File: config.mk
export PLATFORM = sky130hd
export DESIGN_NAME = hazard_scoreboard_flat
export DESIGN_NICKNAME = d
export VERILOG_FILES = /design/src/rtl/hazard_scoreboard_if.sv /design/src/rtl/hazard_scoreboard.sv /design/src/flat_wrapper.sv
export SDC_FILE = /design/constraint.sdc
export NUM_CORES = 1
export LEC_CHECK = 0
export CORE_MARGIN = 3
export CORE_UTILIZATION = 57
export CTS_CLUSTER_DIAMETER = 50
export DETAILED_ROUTE_END_ITERATION = 10
export PLACE_DENSITY = 0.85
export SLEW_MARGIN = 20
export SYNTH_ARGS = -nofsm -noshare
export SYNTH_HDL_FRONTEND = slang
export SYNTH_SLANG_ARGS = --single-unit
File: constraint.sdc
create_clock -name clk -period 8.9 [get_ports clk]
set_clock_uncertainty 0.15 [all_clocks]
set_input_delay 2.225 -clock clk [delete_from_list [all_inputs] [get_ports clk]]
set_output_delay 2.225 -clock clk [all_outputs]
set_load 0.01 [all_outputs]
File: src/rtl/hazard_scoreboard_if.sv
// hazard_scoreboard_if: decoder/pipeline <-> hazard scoreboard signals; counter ports exist only with HAZARD_STALL_CNT_EN.
interface hazard_scoreboard_if #(parameter int RA_W = 5);
   logic [RA_W-1:0] d_rs, d_rt, d_wa;
   logic [1:0] d_tuse_rs, d_tuse_rt, d_tnew;
   logic d_md, e_md_start, e_md_div, flush_e;
   logic stall, pc_en, d_en, e_clr, fwd_rt_m, md_busy;
   logic [1:0] fwd_rs_d, fwd_rt_d, fwd_rs_e, fwd_rt_e;
`ifdef HAZARD_STALL_CNT_EN
   logic [31:0] stall_cnt, md_stall_cnt;
`endif
   modport master (
      output d_rs, d_rt, d_wa, d_tuse_rs, d_tuse_rt, d_tnew, d_md, e_md_start, e_md_div, flush_e,
      input stall, pc_en, d_en, e_clr, fwd_rs_d, fwd_rt_d, fwd_rs_e, fwd_rt_e, fwd_rt_m, md_busy
`ifdef HAZARD_STALL_CNT_EN
      , stall_cnt, md_stall_cnt
`endif
   );
   modport slave (
      input d_rs, d_rt, d_wa, d_tuse_rs, d_tuse_rt, d_tnew, d_md, e_md_start, e_md_div, flush_e,
      output stall, pc_en, d_en, e_clr, fwd_rs_d, fwd_rt_d, fwd_rs_e, fwd_rt_e, fwd_rt_m, md_busy
`ifdef HAZARD_STALL_CNT_EN
      , stall_cnt, md_stall_cnt
`endif
   );
endinterface

File: src/rtl/hazard_scoreboard.sv
// hazard_scoreboard: Tuse/Tnew stall and forwarding control with MD busy counter.
// Optional stall statistics counters under HAZARD_STALL_CNT_EN.
module hazard_scoreboard #(
   parameter int RA_W = 5,
   parameter int MULT_CYCLES = 5,
   parameter int DIV_CYCLES = 10,
   parameter int CNT_W = 4
) (
   input logic clk,
   input logic reset,
   hazard_scoreboard_if.slave hz
);
   logic [RA_W-1:0] rs_e, rt_e, wa_e, rt_m, wa_m, wa_w;
   logic [1:0] tnew_e, tnew_m;
   logic [CNT_W-1:0] cnt;
   logic hz_stall, md_stall, e_clr;

   function automatic logic src_stall(input logic [RA_W-1:0] r, input logic [1:0] tuse);
      return r != '0 && tuse != 2'd3 && ((r == wa_e && tnew_e > tuse) || (r == wa_m && tnew_m > tuse));
   endfunction

   // nearest matching producer decides; a not-yet-ready producer yields 0 and the stall covers it
   function automatic logic [1:0] fwd_d(input logic [RA_W-1:0] r);
      return r == '0 ? 2'd0 : r == wa_e ? (tnew_e == '0 ? 2'd1 : 2'd0) :
             r == wa_m ? (tnew_m == '0 ? 2'd2 : 2'd0) : r == wa_w ? 2'd3 : 2'd0;
   endfunction

   function automatic logic [1:0] fwd_e(input logic [RA_W-1:0] r);
      return r == '0 ? 2'd0 : r == wa_m ? (tnew_m == '0 ? 2'd2 : 2'd0) : r == wa_w ? 2'd3 : 2'd0;
   endfunction

   always_comb begin
      md_stall = hz.d_md && (cnt != '0 || hz.e_md_start);
      hz_stall = src_stall(hz.d_rs, hz.d_tuse_rs) || src_stall(hz.d_rt, hz.d_tuse_rt) || md_stall;
      e_clr = hz_stall || hz.flush_e;
      hz.stall = hz_stall;
      hz.pc_en = !hz_stall;
      hz.d_en = !hz_stall;
      hz.e_clr = e_clr;
      hz.fwd_rs_d = fwd_d(hz.d_rs);
      hz.fwd_rt_d = fwd_d(hz.d_rt);
      hz.fwd_rs_e = fwd_e(rs_e);
      hz.fwd_rt_e = fwd_e(rt_e);
      hz.fwd_rt_m = rt_m != '0 && rt_m == wa_w;
      hz.md_busy = cnt != '0;
   end

   always_ff @(posedge clk or posedge reset)
      if (reset) begin
         rs_e <= '0;
         rt_e <= '0;
         wa_e <= '0;
         tnew_e <= '0;
         rt_m <= '0;
         wa_m <= '0;
         tnew_m <= '0;
         wa_w <= '0;
         cnt <= '0;
      end else begin
         rs_e <= e_clr ? '0 : hz.d_rs;
         rt_e <= e_clr ? '0 : hz.d_rt;
         wa_e <= e_clr ? '0 : hz.d_wa;
         tnew_e <= e_clr ? '0 : hz.d_tnew;
         rt_m <= rt_e;
         wa_m <= wa_e;
         tnew_m <= tnew_e == '0 ? 2'd0 : tnew_e - 2'd1;
         wa_w <= wa_m;
         cnt <= hz.e_md_start ? (hz.e_md_div ? CNT_W'(DIV_CYCLES) : CNT_W'(MULT_CYCLES)) :
                cnt != '0 ? cnt - 1'b1 : cnt;
      end

`ifdef HAZARD_STALL_CNT_EN
   always_ff @(posedge clk or posedge reset)
      if (reset) begin
         hz.stall_cnt <= '0;
         hz.md_stall_cnt <= '0;
      end else begin
         if (hz_stall && !(&hz.stall_cnt)) hz.stall_cnt <= hz.stall_cnt + 32'd1;
         if (md_stall && !(&hz.md_stall_cnt)) hz.md_stall_cnt <= hz.md_stall_cnt + 32'd1;
      end
`endif
endmodule

File: src/flat_wrapper.sv
// flat-port wrapper written by rule: the top's interface ports become plain ports
module hazard_scoreboard_flat 
#(
   parameter int RA_W = 5,
   parameter int MULT_CYCLES = 5,
   parameter int DIV_CYCLES = 10,
   parameter int CNT_W = 4
)
  (clk, reset, hz_d_rs, hz_d_rt, hz_d_wa, hz_d_tuse_rs, hz_d_tuse_rt, hz_d_tnew, hz_d_md, hz_e_md_start, hz_e_md_div, hz_flush_e, hz_stall, hz_pc_en, hz_d_en, hz_e_clr, hz_fwd_rs_d, hz_fwd_rt_d, hz_fwd_rs_e, hz_fwd_rt_e, hz_fwd_rt_m, hz_md_busy);
  hazard_scoreboard_if #(.RA_W(RA_W)) hz_i ();
  input logic clk;
  input logic reset;
  input wire logic [$bits(hz_i.d_rs)-1:0] hz_d_rs;
  input wire logic [$bits(hz_i.d_rt)-1:0] hz_d_rt;
  input wire logic [$bits(hz_i.d_wa)-1:0] hz_d_wa;
  input wire logic [$bits(hz_i.d_tuse_rs)-1:0] hz_d_tuse_rs;
  input wire logic [$bits(hz_i.d_tuse_rt)-1:0] hz_d_tuse_rt;
  input wire logic [$bits(hz_i.d_tnew)-1:0] hz_d_tnew;
  input wire logic [$bits(hz_i.d_md)-1:0] hz_d_md;
  input wire logic [$bits(hz_i.e_md_start)-1:0] hz_e_md_start;
  input wire logic [$bits(hz_i.e_md_div)-1:0] hz_e_md_div;
  input wire logic [$bits(hz_i.flush_e)-1:0] hz_flush_e;
  output wire logic [$bits(hz_i.stall)-1:0] hz_stall;
  output wire logic [$bits(hz_i.pc_en)-1:0] hz_pc_en;
  output wire logic [$bits(hz_i.d_en)-1:0] hz_d_en;
  output wire logic [$bits(hz_i.e_clr)-1:0] hz_e_clr;
  output wire logic [$bits(hz_i.fwd_rs_d)-1:0] hz_fwd_rs_d;
  output wire logic [$bits(hz_i.fwd_rt_d)-1:0] hz_fwd_rt_d;
  output wire logic [$bits(hz_i.fwd_rs_e)-1:0] hz_fwd_rs_e;
  output wire logic [$bits(hz_i.fwd_rt_e)-1:0] hz_fwd_rt_e;
  output wire logic [$bits(hz_i.fwd_rt_m)-1:0] hz_fwd_rt_m;
  output wire logic [$bits(hz_i.md_busy)-1:0] hz_md_busy;
  assign hz_i.d_rs = hz_d_rs;
  assign hz_i.d_rt = hz_d_rt;
  assign hz_i.d_wa = hz_d_wa;
  assign hz_i.d_tuse_rs = hz_d_tuse_rs;
  assign hz_i.d_tuse_rt = hz_d_tuse_rt;
  assign hz_i.d_tnew = hz_d_tnew;
  assign hz_i.d_md = hz_d_md;
  assign hz_i.e_md_start = hz_e_md_start;
  assign hz_i.e_md_div = hz_e_md_div;
  assign hz_i.flush_e = hz_flush_e;
  assign hz_stall = hz_i.stall;
  assign hz_pc_en = hz_i.pc_en;
  assign hz_d_en = hz_i.d_en;
  assign hz_e_clr = hz_i.e_clr;
  assign hz_fwd_rs_d = hz_i.fwd_rs_d;
  assign hz_fwd_rt_d = hz_i.fwd_rt_d;
  assign hz_fwd_rs_e = hz_i.fwd_rs_e;
  assign hz_fwd_rt_e = hz_i.fwd_rt_e;
  assign hz_fwd_rt_m = hz_i.fwd_rt_m;
  assign hz_md_busy = hz_i.md_busy;
  hazard_scoreboard #(.RA_W(RA_W), .MULT_CYCLES(MULT_CYCLES), .DIV_CYCLES(DIV_CYCLES), .CNT_W(CNT_W)) u_core (.clk(clk), .reset(reset), .hz(hz_i));
endmodule
==> results.txt, run 1 <==
The synthesis-to-layout area growth is 20.9%. For this run, the slowest stage of the critical path takes 0.61 ns. The post-synthesis sequential area ratio came out at 38.8%.

The first-iteration detailed-routing DRC count came out at 132. The synthesized design spends more area on one cell type than any other, namely dfrtp_1. The achievable clock frequency is 135 MHz.

Setup violations remaining at the end of the flow were counted as 0. The number of cell instances on the worst register-to-register path is 9. In the final layout, the share of cells above drive strength 1 is 6.71%. The count of flip-flops with a built-in enable after synthesis came out at 0. The cell count after synthesis is 245.

The predominant post-synthesis flop cell is dfrtp_1. In this run the number of H-tree levels came out at 2. Data arrives at the worst endpoint at 5.02 ns. In this run the critical register-to-register path is captured at u_core.wa_e[1].

The number of iterations in the first detailed-routing pass is 5. By area, the combinational part of the netlist is dominated by simple AND/OR/NAND/NOR gates. The post-detailed-placement half-perimeter wirelength came out at about 4200 um. The yosys synthesis warning count came out at 0. The worst hold path begins at u_core.rt_e[2].

The count of input and output buffers came out at 40. The max-cap violation count came out at 0. The number of clock buffers inserted by TritonCTS came out at 5. OpenSTA, run right after detailed placement, puts the worst setup slack at between 1.5 and 2 ns. The aggregate global-route resource usage is around 24%.

The transition at the pin with the smallest max-transition slack is between 0.7 and 0.8 ns. The clock passes through at most 2 buffers. The area of the mapped netlist came out at 2450 um^2. The total count of hold-check failures in the final report came out at 0. The worst setup path is captured at a primary output. The number of nets still failing antenna checks after routing is 0. The global-route wire length before repair came out at around 9500 um. Counting instances in the post-synthesis netlist gives the leading cell types as dfrtp_1 (38), xor2_1 (32), xnor2_1 (24). The effective utilization at floorplan is about three fifths.

By instance count, the leading cell after synthesis is dfrtp_1. The fraction of post-synthesis cell area in the top cell type by area is 38.8%. The post-route worst setup slack came out at 1.50 ns. The floorplan step set the die height to about 72 um.

The clock-pin transition on the worst setup and hold timing paths is approximately 0.080 ns. The post-route clock period utilization came out at between 80 and 90%. The power density normalized to cell area came out at about 150 nW/um^2. Yosys attributes the largest share of cell area to dfrtp_1 (39%), xor2_1 (11%), xnor2_1 (8.6%). TritonCTS built the clock tree. The die width is about 72 um. The number of nets produced by synthesis came out at between 200 and 300. The worst-path maximum fanout is 13. The routability congestion estimate is 0.896. In this run, post-CTS repair resized a total of 0 instances. The insertion delay to the later sink of the worst-skew pair is around 0.28 ns. The floorplan row count is 23. Entering global routing, the biggest net connects 39 pins. The simple logic cell fraction of the synthesized area is approximately 22%.

The flow ran to the end, and the final reports show no timing, DRC or antenna violations. Data on the critical path is required at its endpoint by between 6 and 7 ns. The boundary pin count came out at 41.

Of the total synthesized cell area, the portion taken by full adders, half adders and majority gates is 5.11%. The DRC violations left came out at 0. The share of cell area taken by muxes after synthesis came out at less than 1%. The share of synthesized registers carrying an async set or reset came out at 100%.

STA classifies the critical path startpoint as a primary input. After detailed routing, the number of vias per cell comes to about 5.9. The source of the critical timing path is hz_d_rs[0].

In the final routed layout, each cell accounts on average for 17.1 um. The number of post-CTS setup repair buffers came out at 0. The critical path is of the in2out type.

Setup repair after global routing left no endpoint under its margin. Across all layers, the routed design uses between 1.5k and 2k vias. The last element of the critical path is hz_e_clr.

The root buffer cell chosen for the clock tree is clkbuf_8. The placeable core region came out at a little over 4000 um^2. The count of hold-fix buffers inserted at cts is 0.

The worst min-delay path category is reg2reg. For flop-to-flop paths, the worst setup slack is 6.43 ns. The synthesized flop and latch total is 38. VDD sags by at most about 0.000094 V. The worst hold path was traced through 0 stages. The clock net in this run drives a total of 38 sinks.

The floorplan step defined a die boundary enclosing about 5100 um^2. The number of antenna violations at the first check in global routing is 0. The number of nets in the layout came out at 320. The final-layout setup total negative slack is 0 ns. By instance count, the cell type seen most on the critical path is clkdlybuf4s50_1. Averaged over all synthesized cells, the footprint is about 10 um^2. The number of different library cells used by synthesis comes to 39.

The share of the core filled with cells in the final layout is 72.4%. The max-slew violation count is 0. 0 antenna diodes ended up in the layout. The via count of the first global-routing pass is between 1.5k and 2k. The minimum period implied by the final worst setup slack came out at 7.40 ns.

The synthesized netlist devotes 20.0% of its cell area to XOR and XNOR gates. The worst slew slack as a fraction of its limit came out at between 50% and 60%. The static leakage came out at about 0.0014 uW. Traced cell by cell, the critical path runs through clkdlybuf4s50_1 > xor2_1 > nor3_1 > nand3_1 > o31ai_2 > buf_4 > or4_1 > clkdlybuf4s50_1. The slowest stage of the critical path is the o31ai_2 cell.

The aggregate global routing overflow came out at 0. The area fraction in compound gates after synthesis is around 7.7%. The post-detailed-routing wire length came out at about 5700 um. On the final layout, the worst hold slack is slightly above 0.3 ns. The worst register-to-register path begins at u_core.cnt[0].
-- logic make-up after synthesis --
kind of cell,count (synthesis)
flip-flops,38
multiplexers,2
XOR/XNOR,56
adder cells (fa/ha/maj),10
AND/OR/NAND/NOR,91
buffers and inverters,24
AO/OA/AOI/OAI,24
-- state kept, by name, indices dropped and copies added, names as in the netlist --
| signal | flops |
|---|---|
| u_core.cnt | 4 |
| u_core.wa_w | 5 |
| u_core.tnew_e | 2 |
| u_core.wa_m | 5 |
| u_core.rt_e | 5 |
| u_core.tnew_m | 2 |
| u_core.rt_m | 5 |
| u_core.wa_e | 5 |
| u_core.rs_e | 5 |
-- critical path: cells and delay by family --
kind | cells | cell delay (ns)
buf+inv | 3 | 1.38
compound gates | 1 | 0.61
simple gates | 3 | 0.55
xor+xnor | 1 | 0.24
-- cells in the final DEF, fill, tap and decap left out, types with 3 or more instances in the layout --
cell type,netlist,layout
nor2b_1,4,4
or4_1,3,3
nor3_1,11,11
o21ai_0,4,4
xor2_1,32,32
nor2_1,7,7
buf_4,3,4
nand2b_1,16,16
nor4_1,22,22
ha_1,10,10
clkbuf_8,0,6
nand2_1,7,7
inv_1,11,11
a21oi_1,6,6
or2b_1,3,3
clkdlybuf4s50_1,0,40
dfrtp_1,38,38
or3_1,3,3
o211ai_1,3,3
xnor2_1,24,24
nand3_1,7,7
-- metrics by stage --
stage | instance area (um^2) | power (uW) | cells
after floorplan | 2450 | 259 | 245
after global placement | 2850 | 297 | 326
after detailed placement | 2850 | 300 | 326
after CTS | 2960 | 448 | 333
after global routing | 2960 | 467 | 333
final | 2960 | 445 | 333
-- power by group --
group	internal (uW)	total (uW)	switching [uW]
clock network	89.6	148	58.3
registers	183	197	14.3
logic	53.5	100	47.0
-- how the worst min path moves through the flow --
| stage | to |
|---|---|
| 2_1_floorplan | u_core.wa_m[1] |
| 3_3_place_gp | u_core.wa_m[4] |
| 3_5_place_dp | u_core.rt_m[3] |
| 4_1_cts | u_core.rt_m[2] |
| 5_1_grt | u_core.wa_m[4] |
| 6_report | u_core.rt_m[2] |
-- cell type report --
class | instances | area [um^2]
multi-input cells | 183 | 1360
fillers | 321 | 1130
clock buffers | 6 | 82.6
clock inverters | 1 | 30.0
well taps | 50 | 62.6
repair buffers | 44 | 430
inverters | 11 | 41.3
flip-flops and latches | 38 | 951
-- layer usage --
metal	GRT usage, %	up-vias	share of wire, %
met5	0	-	0
li1	-	924	-
met4	5.85	0	1.7
met1	33.1	955	42
met2	39.3	73	49
met3	5.19	16	6.9
Note: power is estimated with default switching activity, not from simulation.
==> inputs of run 2 (changes only) <==
--- a/config.mk
+++ b/config.mk
@@ -6,10 +6,10 @@
 export NUM_CORES = 1
 export LEC_CHECK = 0
 export CORE_MARGIN = 3
-export CORE_UTILIZATION = 57
+export CORE_UTILIZATION = 48
 export CTS_CLUSTER_DIAMETER = 50
 export DETAILED_ROUTE_END_ITERATION = 10
-export PLACE_DENSITY = 0.85
+export PLACE_DENSITY = 0.76
 export SLEW_MARGIN = 20
 export SYNTH_ARGS = -nofsm -noshare
 export SYNTH_HDL_FRONTEND = slang
==> constraint.sdc (replaced) <==
create_clock -name clk -period 6.4 [get_ports clk]
set_clock_uncertainty 0.15 [all_clocks]
set_input_delay 1.6 -clock clk [delete_from_list [all_inputs] [get_ports clk]]
set_output_delay 1.6 -clock clk [all_outputs]
set_load 0.01 [all_outputs]
==> results.txt, run 2 (synthesized netlist as in run 1, its figures left out) <==
The run finished with clean final reports. Walking the worst path, the cells encountered are clkdlybuf4s50_1 > inv_1 > ha_1 > a21oi_1 > a2111oi_4 > buf_4 > or4_1 > clkdlybuf4s50_1. The delay of the slowest cell on the worst path came out at 0.50 ns. The worst voltage drop across the vdd grid is 0.000111 V. The power density normalized to cell area is about 220 nW/um^2. The internal portion of the total power is approximately 480 uW. The insertion delay to the later sink of the worst-skew pair is 0.29 ns. Once layout is done, the placed cells without fillers occupy 3010 um^2. The CTS sink count came out at 38.

The post-detailed-routing wire length is 5510 um. The total via count in the routed design came out at 1,901. The transition at the pin with the smallest max-transition slack came out at a little under 0.5 ns. From synthesis to final layout, the design area changed by 23.1%.

The static leakage came out at 0.00137 uW. The die span in y is slightly below 80 um. The aggregate global routing overflow came out at 0. The number of antenna violations at the first check in global routing was 0. The startpoint kind of the worst setup timing path is a primary input. The die covers between 5000 and 6000 um^2. The count of hold-fix buffers inserted at cts is 0. Setup violations remaining at the end of the flow were counted as 0.

The start-to-end type of the worst setup path is in2out. In this run the tool buffered the top-level ports with 40 buffer cells. The minimum period implied by the final worst setup slack is 5.76 ns. The number of nets still failing antenna checks after routing came out at 0.

The post-CTS resize count is 0. The final-layout setup total negative slack is 0 ns. The sequential standard cell area came out at 951 um^2. The number of vias per cell after detailed routing is around 5.4. The H-tree depth is 2. The part of the power in registers came out at about 42%. The worst setup path is captured at a primary output. The global-route wire length before repair came out at between 9000 and 10,000 um. The worst-path maximum fanout is 20.

The post-route worst setup slack is between 0.6 and 0.7 ns. The effective utilization at floorplan came out at 50.8%. The number of clock buffers inserted by TritonCTS is 5. Timing analysis after detailed placement gives a worst setup slack of 0.642 ns.

Derived from the worst setup path, the maximum achievable clock frequency is between 150 and 200 MHz. Among the stages of the critical path, the cell type that occurs most often is clkdlybuf4s50_1. The total count of hold-check failures in the final report is 0. The via count of the first global-routing pass is 1,950. The clock share of power is between 30% and 40%. The average wire per standard cell came out at 15.6 um.

The kind of cell with the highest combined delay along the critical path is buffers and inverters. For this run, the detailed router's first-pass iteration total came to 4. The wire-length estimate of the detail-placed layout is 4040 um. The DRC violations left is 0.

The standard cell area after detailed placement came out at around 2900 um^2. Clock-pin slew was measured on the worst setup and hold paths at about 0.080 ns. The max-slew violation count came out at 0. Clock tree synthesis selected as its root buffer the cell clkbuf_8.

The share of layout cells above drive strength 1 is around 7.4%. The placeable core region came out at between 4000 and 5000 um^2. The maximum number of pins on one net before global-route repair came out at 39. The count of buffer and inverter cells on the critical path is 4. In the final layout, the multi-input gates occupy approximately 1400 um^2. The number of antenna cells inserted is 0. The routability congestion estimate came out at 0.810. TritonCTS built the clock tree. On the critical path, the stage with the largest delay is an instance of or4_1.

The aggregate global-route resource usage is 20.3%. Leaving out fill and tap cells, the most frequent cell in the layout is clkdlybuf4s50_1. The path class of the tightest hold or removal check is reg2reg. The final layout contains ~320 nets.

Setup repair after global routing left no endpoint under its margin. The first-iteration detailed-routing DRC count came out at between 100 and 150. Headroom to the max-slew limit came out at 67.0%.

The clock passes through at most 2 buffers. Combinational logic burns 20.9% of the power. Leaving out fill and tap cells, the most frequent cells in the layout are clkdlybuf4s50_1 (40), dfrtp_1 (38), xor2_1 (32).

just over 40 I/O pins were placed. The floorplan row count is 25. The die width is just under 80 um. The required time at the endpoint of the critical path is about 4.7 ns. In the finished design, the share of the clock period the worst path needs comes to 90.0%. The proportion of total power due to net switching is 26.5%. The number of post-CTS setup repair buffers came out at 0. The max-cap violation count came out at 0. For this design the total switching power over the nets is around 170 uW.

The arrival time at the worst endpoint came out at 4.01 ns. The final-layout fill cell count is around 420.
-- run 2: cell count changes in the layout (fill, tap and decap cells not counted), sizes merged --
cell	change
bufinv	+1
clkinv	+1
clkbuf	-1
buf	+1
-- run 2: per-stage QoR --
step / hold slack, ns / power (uW) / instances / utilization [%]
floorplan: 0.259 / 360 / 245 / -
global placement: 0.297 / 414 / 344 / 59.7
detailed placement: 0.300 / 417 / 344 / 59.7
CTS: 0.315 / 665 / 352 / 62.6
global route: 0.314 / 693 / 352 / 62.6
finish: 0.310 / 659 / 352 / 62.6
-- run 2: area by class of cell --
type	instances	share of cell area [%]
Timing Repair Buffer	45	14.5
Tap cell	67	2.78
Multi-Input combinational cell	183	45.2
Inverter	11	1.37
Clock buffer	5	2.28
Clock inverter	3	2.28
Sequential cell	38	31.5
-- run 2: routing by layer --
layer  wire length (um)  vias to the layer above  part of all wire, %  track usage [%]
met5                  0                        -                    0                0
met4                 85                        0                  1.5             6.58
met3                309                        8                  5.6             4.76
met2               2540                       56                   46             32.5
met1               2570                      910                   47             27.0
li1                   -                      927                    -                -
-- run 2: power by group through the flow --
| stage | Combinational, uW | Clock (uW) | Sequential, uW |
|---|---|---|---|
| finish | 138 | 248 | 274 |
| global placement | 136 | 0 | 278 |
| CTS | 139 | 252 | 274 |
| detailed placement | 138 | 0 | 278 |
| global route | 155 | 262 | 276 |
| floorplan | 90.5 | 0 | 269 |
-- run 2: worst register-to-register path, delay by kind of cell, from the launching register on --
family	cells	cell delay, ns
buffers and inverters	3	0.34
AO/OA/AOI/OAI	2	0.47
flip-flops	1	0.41
adder cells (fa/ha/maj)	1	0.14
AND/OR/NAND/NOR	3	0.72
-- run 2: path summary, 6_finish.rpt --
| check | depth (start not counted) | start | slack [ns] | to |
|---|---|---|---|---|
| worst max-delay path | 8 | hz_d_tuse_rt[1] | 0.64 | hz_e_clr |
| max in group asynchronous | 3 | reset | 4.21 | u_core.rt_e[2] |
| worst min register to register | 0 | u_core.rt_e[2] | 0.31 | u_core.rt_m[2] |
| min in group asynchronous | 3 | reset | 1.56 | u_core.cnt[2] |
| worst min-delay path | 0 | u_core.rt_e[2] | 0.31 | u_core.rt_m[2] |
| worst max register to register | 9 | u_core.cnt[0] | 4.04 | u_core.rt_e[3] |
==> inputs of run 3 (changes only) <==
--- a/config.mk
+++ b/config.mk
@@ -10,6 +10,7 @@
 export CTS_CLUSTER_DIAMETER = 50
 export DETAILED_ROUTE_END_ITERATION = 10
 export PLACE_DENSITY = 0.76
+export SKIP_LAST_GASP = 1
 export SLEW_MARGIN = 20
 export SYNTH_ARGS = -nofsm -noshare
 export SYNTH_HDL_FRONTEND = slang
==> results of run 3 <==
Final layout, timing and power as in run 2 (identical DEF).
